### src/rtl/led_pkg.sv
// ---------------------------------------------------------------------------
// led_pkg
// Shared definitions for the LED sequencer: pattern mode and FSM state
// encodings, the reset-time step period, and the pattern helper functions.
// ---------------------------------------------------------------------------
package led_pkg;

    typedef enum logic [1:0] {
        MODE_COUNT = 2'd0,
        MODE_SHIFT = 2'd1,
        MODE_GRAY  = 2'd2,
        MODE_BLINK = 2'd3
    } mode_e;

    typedef enum logic [1:0] {
        ST_IDLE  = 2'd0,
        ST_RUN   = 2'd1,
        ST_PAUSE = 2'd2
    } state_e;

    localparam int DEFAULT_PERIOD = 13500000;

    // Next 3-bit reflected Gray code: decode to binary, increment, re-encode.
    function automatic logic [2:0] gray_next(input logic [2:0] g);
        logic [2:0] b;
        b[2] = g[2];
        b[1] = b[2] ^ g[1];
        b[0] = b[1] ^ g[0];
        b    = b + 3'd1;
        return b ^ (b >> 1);
    endfunction

    // Pattern value a mode starts from when a sequence (re)starts.
    function automatic logic [2:0] mode_init(input mode_e m);
        return (m == MODE_SHIFT) ? 3'b001 : 3'b000;
    endfunction

    function automatic logic [2:0] pattern_advance(input logic [2:0] p, input mode_e m);
        logic [2:0] n;
        case (m)
            MODE_COUNT: n = p + 3'd1;
            MODE_SHIFT: n = {p[1:0], p[2]};
            MODE_GRAY:  n = gray_next(p);
            default:    n = ~p;
        endcase
        return n;
    endfunction

endpackage

### src/rtl/led_tick_gen.sv
// ---------------------------------------------------------------------------
// led_tick_gen
// Period counter. While enabled it counts 0..period and raises tick in the
// cycle the count sits at period; the count wraps to 0 on that edge.
//   clk, rst : clock, asynchronous active-high reset
//   enable   : count this cycle
//   clear    : force the count to 0 on the next edge (wins over enable)
//   period   : terminal count (step interval minus one)
//   tick     : combinational, enable && count reached period
// ---------------------------------------------------------------------------
module led_tick_gen #(
    parameter int CNT_W = 24
) (
    input  logic             clk,
    input  logic             rst,
    input  logic             enable,
    input  logic             clear,
    input  logic [CNT_W-1:0] period,
    output logic             tick
);

    logic [CNT_W-1:0] cnt_q;
    logic [CNT_W-1:0] cnt_d;

    // >= rather than == so a period shortened during PAUSE below the held
    // count wraps on the next step instead of running through 2^CNT_W.
    assign tick = enable && (cnt_q >= period);

    always_comb begin
        cnt_d = cnt_q;
        if (clear) begin
            cnt_d = '0;
        end else if (tick) begin
            cnt_d = '0;
        end else if (enable) begin
            cnt_d = cnt_q + CNT_W'(1);
        end
    end

    always_ff @(posedge clk or posedge rst) begin
        if (rst) begin
            cnt_q <= '0;
        end else begin
            cnt_q <= cnt_d;
        end
    end

endmodule

### src/rtl/led_seq_ctrl.sv
// ---------------------------------------------------------------------------
// led_seq_ctrl
// Three-LED pattern sequencer with IDLE/RUN/PAUSE control.
//   clk, rst   : clock, asynchronous active-high reset
//   cfg_valid  : config offer; cfg_ready: accept. A transfer is valid&ready,
//                and ready is high only in IDLE and PAUSE, so the period and
//                mode never change under a running sequence.
//   cfg_period : cycles per step minus one; cfg_mode: COUNT/SHIFT/GRAY/BLINK
//   start/stop : level requests sampled every edge; stop wins over start
//   busy       : high in RUN and PAUSE
//   step_pulse : high for the cycle in which led shows a freshly advanced value
//   led        : active-low drive of the pattern (registered)
//   state_dbg  : current FSM state, for observation only
// ---------------------------------------------------------------------------
module led_seq_ctrl import led_pkg::*; #(
    parameter int CNT_W          = 24,
    parameter int DEFAULT_PERIOD = led_pkg::DEFAULT_PERIOD
) (
    input  logic             clk,
    input  logic             rst,
    input  logic             cfg_valid,
    output logic             cfg_ready,
    input  logic [CNT_W-1:0] cfg_period,
    input  logic [1:0]       cfg_mode,
    input  logic             start,
    input  logic             stop,
    output logic             busy,
    output logic             step_pulse,
    output logic [2:0]       led,
    output logic [1:0]       state_dbg
);

    state_e           state_q, state_d;
    mode_e            mode_q, mode_d;
    logic [CNT_W-1:0] period_q, period_d;
    logic [2:0]       pattern_q, pattern_d;
    logic [2:0]       led_q;
    logic             step_q, step_d;
    logic             busy_q;
    logic             ready_q;
    logic             xfer;
    logic             tick_en;
    logic             tick_clr;
    logic             tick;

    led_tick_gen #(.CNT_W(CNT_W)) u_tick (
        .clk    (clk),
        .rst    (rst),
        .enable (tick_en),
        .clear  (tick_clr),
        .period (period_q),
        .tick   (tick)
    );

    assign xfer = cfg_valid && ready_q;

    always_comb begin
        state_d   = state_q;
        mode_d    = xfer ? mode_e'(cfg_mode) : mode_q;
        period_d  = xfer ? cfg_period : period_q;
        pattern_d = pattern_q;
        step_d    = 1'b0;
        tick_en   = 1'b0;
        tick_clr  = 1'b0;
        case (state_q)
            ST_IDLE: begin
                tick_clr  = 1'b1;
                pattern_d = 3'b000;
                if (start && !stop) begin
                    state_d   = ST_RUN;
                    // Uses the mode being written on this same edge, if any.
                    pattern_d = mode_init(mode_d);
                end
            end
            ST_RUN: begin
                if (stop) begin
                    // Pausing on the terminal count suppresses that step.
                    state_d = ST_PAUSE;
                end else begin
                    tick_en = 1'b1;
                    if (tick) begin
                        pattern_d = pattern_advance(pattern_q, mode_q);
                        step_d    = 1'b1;
                    end
                end
            end
            ST_PAUSE: begin
                if (stop) begin
                    state_d   = ST_IDLE;
                    tick_clr  = 1'b1;
                    pattern_d = 3'b000;
                end else begin
                    // A pattern from the old mode is meaningless in the new one.
                    if (xfer && (mode_d != mode_q)) begin
                        pattern_d = mode_init(mode_d);
                        tick_clr  = 1'b1;
                    end
                    if (start) begin
                        state_d = ST_RUN;
                    end
                end
            end
            default: begin
                state_d   = ST_IDLE;
                tick_clr  = 1'b1;
                pattern_d = 3'b000;
            end
        endcase
    end

    always_ff @(posedge clk or posedge rst) begin
        if (rst) begin
            state_q   <= ST_IDLE;
            mode_q    <= MODE_COUNT;
            period_q  <= CNT_W'(DEFAULT_PERIOD);
            pattern_q <= 3'b000;
            led_q     <= 3'b111;
            step_q    <= 1'b0;
            busy_q    <= 1'b0;
            ready_q   <= 1'b1;
        end else begin
            state_q   <= state_d;
            mode_q    <= mode_d;
            period_q  <= period_d;
            pattern_q <= pattern_d;
            led_q     <= ~pattern_d;
            step_q    <= step_d;
            busy_q    <= (state_d != ST_IDLE);
            ready_q   <= (state_d != ST_RUN);
        end
    end

    assign cfg_ready  = ready_q;
    assign busy       = busy_q;
    assign step_pulse = step_q;
    assign led        = led_q;
    assign state_dbg  = state_q;

endmodule

### config.mk
export PLATFORM = sky130hd
export DESIGN_NAME = led_seq_ctrl
export DESIGN_NICKNAME = d
export VERILOG_FILES = /design/src/rtl/led_pkg.sv /design/src/rtl/led_tick_gen.sv /design/src/rtl/led_seq_ctrl.sv
export SDC_FILE = /design/constraint.sdc
export NUM_CORES = 1
export LEC_CHECK = 0
export ABC_AREA = 1
export BUFFER_PORTS_ARGS = -buffer_cell sky130_fd_sc_hd__buf_2
export CORE_MARGIN = 3
export CORE_UTILIZATION = 55
export DETAILED_ROUTE_END_ITERATION = 8
export PLACE_DENSITY = 0.75
export SYNTH_ARGS = -nofsm -noshare
export SYNTH_HDL_FRONTEND = slang
export SYNTH_SLANG_ARGS = --single-unit
### constraint.sdc
create_clock -name clk -period 2.4 [get_ports clk]
set_input_delay 0.24 -clock clk [delete_from_list [all_inputs] [get_ports clk]]
set_output_delay 0.24 -clock clk [all_outputs]
set_load 0.005 [all_outputs]
Word-level counts from Yosys, hierarchy flattened
Index checks and enable logic that the tools add are counted.
{"block": "word_totals", "in_bits": 31, "word_cells": 59, "reg_bits": 61, "out_inout_bits": 8}
{"block": "classes", "n_eq_ne": 7, "n_reduce_logical": 9, "bitwise_logic": 5, "muxes": 25, "n_addsub": 3, "magnitude_cmp": 1}
{"op": "$mux W24", "count": 3}
{"op": "$add A24 B1 Y24 const B", "count": 1}
{"op": "$ge A24 B24 Y1", "count": 1}
{"op": "$pmux W3 S3", "count": 2}
{"op": "$mux W3", "count": 4}
{"op": "$mux W2", "count": 5}
{"op": "$mux W1", "count": 9}
{"op": "$add A3 B1 Y3 const B", "count": 2}
{"op": "$eq A2 B1 Y1 const B", "count": 3}
{"op": "$not A3 Y3", "count": 2}
{"op": "$pmux W2 S3", "count": 1}
{"op": "$eq A2 B2 Y1 const B", "count": 2}
{"op": "$logic_and A1 B1 Y1", "count": 4}
{"op": "$logic_not A2 Y1", "count": 2}
{"op": "$reduce_bool A3 Y1", "count": 1}
{"op": "$xor A3 B2 Y3", "count": 1}
{"op": "$ne A2 B1 Y1 const B", "count": 1}
{"op": "$ne A2 B2 Y1", "count": 1}
{"op": "$pmux W1 S2", "count": 1}
{"op": "$reduce_bool A2 Y1", "count": 1}
{"op": "$xor A1 B1 Y1", "count": 2}
{"op": "$logic_not A1 Y1", "count": 1}

Logic depth before layout (Yosys ltp)
Gate-level depths: netlist of run 1.
{"block": "depth", "depth_word": 9, "ltp_mapped": 14, "depth_no_buf": 14}

Hierarchy
From an unflattened synthesis of run 1, not the netlist that was laid out.
{"block": "hier_totals", "hier_cells": 596, "hier_area_um2": 4067.7}
{"module": "led_tick_gen", "n_inst": 1, "cells_per_inst": 383, "area_each_um2": 2339.7, "seq_area_each_um2": 600.6}
{"module": "led_seq_ctrl", "n_inst": 1, "cells_per_inst": 213, "area_each_um2": 1727.9, "seq_area_each_um2": 948.4}

Worst setup path after synthesis of run 1
Ideal clock, no wire load.
{"block": "synth_timing", "path_kind": "flip-flop to flip-flop", "from": "register period_q[23]", "to": "register u_tick.cnt_q[12]", "n_path_buf": 1, "stages_incl_launch_ff": 15, "path_slack_ns": 0.520, "synth_period_minus_slack_ns": 1.880, "t_arrival_ns": 1.761, "required_ns": 2.281, "setup_ns": 0.119, "cell_sequence": "dfstp_2 -> inv_1 -> ha_1 -> nand2_1 -> nor2_1 -> nand2_1 -> nor2_1 -> nand2_1 -> nor2_1 -> nand2_1 -> nand2_2 -> inv_2 -> buf_6 -> nand4_1 -> nand2_1"}
{"block": "synth_between", "elab_chain_len": 4, "elab_cells_between_ends": 5, "classes_between": "order compare (1); mux (2); reduce/logical (2)"}
{"element": "start: declaration", "line": "led_seq_ctrl.sv:35", "text": "logic [CNT_W-1:0] period_q, period_d;"}
{"element": "start signal: assignment", "line": "led_seq_ctrl.sv:115", "text": "period_q <= CNT_W'(DEFAULT_PERIOD);"}
{"element": "start signal: assignment", "line": "led_seq_ctrl.sv:124", "text": "period_q <= period_d;"}
{"element": "$ge A24 B24 Y1 *", "line": "led_tick_gen.sv:27", "text": "assign tick = enable && (cnt_q >= period);"}
{"element": "$logic_and A1 B1 Y1 *", "line": "led_tick_gen.sv:27"}
{"element": "$mux W24", "line": "led_tick_gen.sv:33", "text": "end else if (tick) begin"}
{"element": "$mux W24", "line": "led_tick_gen.sv:31", "text": "if (clear) begin"}
{"element": "end signal: assignment", "line": "led_tick_gen.sv:44", "text": "cnt_q <= cnt_d;"}
{"element": "end: declaration", "line": "led_tick_gen.sv:22", "text": "logic [CNT_W-1:0] cnt_q;"}
Mark *: on every way between the ends. The rest lies on a longest branch, timed or not.
A chain may end at the register's enable or synchronous reset.

Worst setup path after layout of run 1
{"block": "layout_timing", "from": "register period_q[23]", "to": "register u_tick.cnt_q[6]"}
The elaborated chain is that of the path after synthesis.

==> results of run 1 <==
-- stage by stage --
step	hold slack (ps)	cells	total power [mW]	util, %
3_3_place_gp	359	668	1.71	61.5
6_report	94.1	685	2.93	65.5
4_1_cts	85.9	685	2.96	65.5
2_1_floorplan	350	539	1.59	-
3_5_place_dp	367	668	1.73	61.5
5_1_grt	94.2	685	3.09	65.5
-- what timing repair did --
action | 4_1_cts | 5_1_grt
hold endpoints to repair | 19 | 0
hold buffers | 1 | 0
endpoints found under the setup margin | 0 | 8
resized for setup | 0 | 2
-- registers in the layout, indices dropped and copies added, names as in the netlist --
signal / cells
period_q: 24
mode_q: 2
led: 3
busy: 1
step_pulse: 1
state_dbg: 2
pattern_q: 3
u_tick.cnt_q: 24
cfg_ready: 1
-- cells by family after synthesis --
kind of cell / count (synthesis) / synth area share [%]
AND/OR/NAND/NOR: 276 / 30.4
buffers and inverters: 103 / 10.4
flip-flops: 61 / 39.5
AO/OA/AOI/OAI: 60 / 8.46
adder cells (fa/ha/maj): 26 / 8.30
XOR/XNOR: 13 / 2.90
-- final timing paths --
kind | to | cells after the start | slack, ps
setup / recovery | u_tick.cnt_q[6] | 13 | 170
hold reg to reg | period_q[0] | 2 | 490
max in group asynchronous | period_q[12] | 4 | 1200
hold / removal | period_q[0] | 3 | 90
min in group asynchronous | state_dbg[1] | 3 | 520
setup reg to reg | u_tick.cnt_q[6] | 13 | 170
-- cells in the mapped netlist --
cell        n
xnor2_1     3
o211ai_1    2
or2_2       1
ha_1       26
nor3_1      9
nand2_4     2
nand2_1   169
a21oi_1     9
o22ai_1     7
o21ai_0    32
dfstp_2    18
o21a_1      2
inv_6       1
buf_6       2
nand2_2     3
xor2_1     10
buf_1       1
o21ai_1     4
nor3_2      1
nand3_1    30
buf_2       2
a211oi_1    1
nand4_1    19
clkbuf_1    5
nor2_2      2
inv_2       7
o21ai_2     2
inv_1      85
nor2_1     38
nor2_4      1
a21boi_1    1
dfrtp_1    43
nand2_8     1
-- layer usage --
layer / global-route usage (%) / part of all wire (%)
met1: 32.2 / 46
met3: 5.33 / 5.3
met2: 37.1 / 47
met5: 0 / 0
met4: 9.06 / 1.9
-- worst reg2reg max path, stage by stage (launching register included) --
cell and delay, ps:
dfstp_2 510, inv_1 50, ha_1 290, nand2_1 50, nor2_1 140, nand2_1 100, nor2_1 140, nand2_1 120
nor2_1 100, nand2_1 70, nand2_2 140, inv_4 110, nand2_2 170, o22ai_1 100
-- power breakdown --
part | switching (mW) | internal [mW]
sequential | 0.0504 | 1.15
combinational | 0.330 | 0.175
clock | 0.433 | 0.791
total | 0.813 | 2.12
-- final cells by class --
cell class                      count  area (um^2)
Multi-Input combinational cell    375         1960
Inverter                           93          357
Fill cell                         617         2370
Tap cell                           96          120
Sequential cell                    61         1550
Clock buffer                        9          124
Clock inverter                      7          138
Timing Repair Buffer               44          250
-- placed cells by master, fill, tap and decap left out, types with 3 or more instances in the layout --
cell	instances
clkbuf_8	9
o22ai_1	7
dfrtp_1	43
xnor2_1	3
ha_1	26
bufinv_16	4
o21ai_0	32
nand2_1	169
a21oi_1	9
xor2_1	10
nor2_1	38
inv_2	7
nand4_1	19
nor3_1	9
buf_4	4
dfstp_2	18
o21ai_1	4
inv_1	84
nand3_1	30
nand2_2	3
buf_2	38
==> qor.yml, run 1 <==
diodes: 0
drtIter0Drc: 265
syn-num-nets: 596
antenna_found_initial: 0
fmax_mhz: 449
end_kind: "flip-flop"
path_buf_inv: 2
yosysUniqueCellTypes: 33
root_buffer: "clkbuf_8"
numCtsBuffers: 9
crit_path_max_fanout: 17
grt_usage_pct: 23.7
final.setup.tns_ps: 0
core_area_mm2: 0.00687
synth_seq_area_share_pct: 39.5
hold_class: "in -> reg"
wl_um: 8990
routedWlPerCell_um: 13.1
critPathSlowestCell: "dfstp_2"
hold_viol: 0
period_needed_ps: 2230
crit_type: "reg -> reg"
crit_chain: "inv_1, ha_1, nand2_1, nor2_1, nand2_1, nor2_1, nand2_1, nor2_1, nand2_1, nand2_2, inv_4, nand2_2, o22ai_1"
clock_sinks: 61
syn_area_mm2: 0.00392
fin_nets: 641
slew_headroom_pct: 57.2
rows: 30
syn_avg_cell_area_um2: 7.28
ant_nets: 0
synth-seq-cells: 61
outcome: "finished, final reports clean"
gp_congestion: 0.906
crit_path_start: "period_q[23]"
grt_pass1_vias: 3407
crit_top_cell: "nand2_1"
dp_hpwl_um: 6790
netlist.area_leader.share_pct: 27.4
cp_data_required_time_ps: 2620
startpoint_type: "flip-flop"
yosysWarnings: 0
cts_tree: "built"
leakage_nw: 2.37
tightest_slew_ps: 642
synthCells: 539
die_y_um: 90.4
grt_max_degree: 49
grt_overflow: 0
pre_cts_slack_ps: 131
viasPerCell: 5.19
worstReg2RegStart: "period_q[23]"
setup_viol: 0
clock_path_buffers: 2
die_area_mm2: 0.00818
final_cell_area_mm2: 0.00450
cp_top_family: "simple AND/OR/NAND/NOR gates"
ir_worst_vdd_mv: 0.359
yosys.area.top_type: "dfrtp_1"
drive_gt1_share_pct: 16.8
clk_pin_slew_ps: 70
worstPathArrival_ps: 2450
synth_area_leaders: "dfrtp_1 27%, nand2_1 16%, dfstp_2 12%"
start_util_pct: 57.1
syn2layout_area_growth_pct: 14.8
ctsHtreeMaxLevel: 3
hp-start: "cfg_period[0]"
first_pass_iters: 5
powerDensity_mw_per_mm2: 651
skew_ps: 12.0
grt_pass1_wl_um: 15600
cp_slowest_stage_delay_ps: 510
worst_slack_ps: 172
slew_violations: 0
numPortBuffers: 38
dieWidth_um: 90.4
fin_crit_sh_pct: 92.8
rsz0062_at_grt: "false"
ios: 39
postCtsSetupRepairBufs: 0
vias: 3553
drv_cap: 0
insertion_delay_ps: 350
drc: 0
place_area_mm2: 0.00423
Power figures use the tool's default switching activity.
==> run 2, diff against run 1 <==
--- a/config.mk
+++ b/config.mk
@@ -9,8 +9,10 @@
 export BUFFER_PORTS_ARGS = -buffer_cell sky130_fd_sc_hd__buf_2
 export CORE_MARGIN = 3
 export CORE_UTILIZATION = 55
+export CTS_CLUSTER_SIZE = 10
 export DETAILED_ROUTE_END_ITERATION = 8
 export PLACE_DENSITY = 0.75
 export SYNTH_ARGS = -nofsm -noshare
 export SYNTH_HDL_FRONTEND = slang
+export SYNTH_HIERARCHICAL = 1
 export SYNTH_SLANG_ARGS = --single-unit
==> run 2 against run 1 <==
Hold slack worse by 75 ps. Critical path depth is 8 higher. Highest routed layer unchanged. Setup slack better by 56 ps. Largest power group is now registers. Critical endpoint is now led[1]. Fmax rose by 2.6%. Total power is 15% lower.
==> qor.yml, run 2 <==
crit_path_start: "period_q[5]"
syn2layout_area_growth_pct: 11.3
worstPathArrival_ps: 2460
die_area_mm2: 0.00846
fin_crit_sh_pct: 90.5
grt_max_degree: 38
viasPerCell: 4.96
dp.cells: 725
mostFrequentLayoutCells: "258 x nand2_1, 76 x inv_1, 63 x nor2_1"
setup_viol: 0
crit_path_end: "led[1]"
core_area_mm2: 0.00698
gp_congestion: 0.884
register_area_mm2: 0.00155
synth_seq_area_share_pct: 38.1
leakage_nw: 2.44
clock_path_buffers: 2
ir_worst_vdd_mv: 0.368
drtIter0Drc: 217
crit_type: "reg -> reg"
end_kind: "flip-flop"
synthCells: 596
synth_area_leaders: "dfrtp_1 26%, nand2_1 24%, dfstp_2 12%"
antenna_found_initial: 0
vias: 3678
rsz0062_at_grt: "false"
wl_um: 9060
drc: 0
fmax_mhz: 460
syn_area_mm2: 0.00407
fin_nets: 697
startpoint_type: "flip-flop"
synthTopCellsByCount: "258 x nand2_1, 76 x inv_1, 64 x nor2_1"
rows: 30
hold_viol: 0
grt_usage_pct: 23.6
syn_avg_cell_area_um2: 6.82
synth-seq-cells: 61
diodes: 0
die_y_um: 92
cts_tree: "built"
start_util_pct: 58.3
synth_edf_count: 0
ios: 39
period_needed_ps: 2170
cp_data_required_time_ps: 2680
async_flop_share_pct: 100
cts_hold_buf: 0
worstReg2RegStart: "period_q[5]"
numCtsBuffers: 9
r2r_slack_ps: 230
drive_gt1_share_pct: 16.9
grt_overflow: 0
p_total_mw: 2.48
first_pass_iters: 5
final.setup.tns_ps: 0
multi_input_area_mm2: 0.00214
hold_class: "in -> async"
synth_ff_type: "dfrtp_1"
routedWlPerCell_um: 12.2
fillCellCount: 664
root_buffer: "clkbuf_8"
yosysWarnings: 6
outcome: "finished, final reports clean"
powerDensity_mw_per_mm2: 547
slew_headroom_pct: 39.2
postCtsSetupRepairBufs: 0
dieWidth_um: 92
slew_violations: 0
clk_pin_slew_ps: 60
grt_pass1_wl_um: 15900
tightest_slew_ps: 911
skew_ps: 7.87
dp_hpwl_um: 6700
clock_sinks: 61
synth_most_common_cell: "nand2_1"
final_common_cell: "nand2_1"
ant_nets: 0
ctsHtreeMaxLevel: 3
syn-num-nets: 653
yosysUniqueCellTypes: 30
drv_cap: 0
numPortBuffers: 38
top_regs: "period_q (24), u_tick/cnt_q (24)"
grt_pass1_vias: 3512
insertion_delay_ps: 340
r2r_cells: 21
r2r_end: "led[1]"
netlist.area_leader.share_pct: 26.5
yosys.area.top_type: "dfrtp_1"
instances_no_fill: 741
cts_resized: 0
crit_path_max_fanout: 6
==> run 2: changes by cell type after synthesis, moves of 9 or more <==
cell and delta:
nor2_1 +26, nand4_1 -15, inv_1 -9, nand2_1 +89
o21ai_0 -25
==> run 2: worst max-delay path, stage by stage, from the launching register on <==
cell and delay (ps):
dfstp_2 530, inv_1 40, ha_1 290, nand2_1 70, inv_1 40, nand2_1 100
nor2_2 60, nor2_1 80, nand2_1 90, nand2_1 70, nand3_1 80, nand2_2 80
inv_1 50, nand2_2 120, inv_2 50, o21ai_1 70, inv_1 50, nand2_1 50
nand2_1 40, nand2_1 60, nand2_2 50, inv_1 60
==> run 2: how the worst min path moves through the flow <==
| stage | cells past startpoint | slack, ps | to |
|---|---|---|---|
| final | 3 | 20 | period_q[17] |
| after global routing | 3 | 40 | period_q[17] |
| after CTS | 3 | 20 | period_q[17] |
| after detailed placement | 3 | 410 | period_q[17] |
| after global placement | 3 | 380 | period_q[17] |
| after floorplan | 1 | 250 | u_tick/cnt_q[0] |
==> run 2: logic make-up (layout without fill, tap and decap cells) <==
| family | count (synthesis) | after routing | share of synthesized area [%] |
|---|---|---|---|
| buf+inv | 94 | 143 | 9.26 |
| fa+ha+maj | 26 | 26 | 8.00 |
| compound gates | 30 | 30 | 4.37 |
| simple gates | 376 | 376 | 38.4 |
| xor+xnor | 9 | 9 | 1.94 |
| flops | 61 | 61 | 38.1 |
==> run 2: stage by stage <==
step	cell area (um^2)	utilization [%]	setup slack, ps	hold slack, ps
final	4530	64.9	228	18.7
after floorplan	4070	-	283	255
after global routing	4530	64.9	8.45	41.1
after detailed placement	4350	62.4	250	406
after global placement	4350	62.4	327	378
after CTS	4530	64.8	216	21.4
==> run 2: final cells by class <==
cell class | instances | area share, %
multi-input cells | 441 | 47.4
flip-flops and latches | 61 | 34.2
inverters | 84 | 6.96
repair buffers | 43 | 5.03
clock buffers | 15 | 3.68
well taps | 96 | 2.65
clock inverters | 1 | 0.111
==> run 2: per-layer routing <==
layer / global-route usage (%) / vias up / wire length, um
met2: 40.1 / 78 / 4410
met5: 0 / - / 0
met4: 5.94 / 0 / 127
met1: 29.5 / 1693 / 4180
met3: 6.73 / 12 / 335
li1: - / 1895 / -
==> run 2: where the power goes <==
part           total (mW)  switching [mW]  leakage (nW)  internal, mW
registers            1.20          0.0578         0.764          1.15
clock network       0.821           0.389        0.0877         0.432
logic               0.454           0.290          1.59         0.164
total                2.48           0.737          2.44          1.74
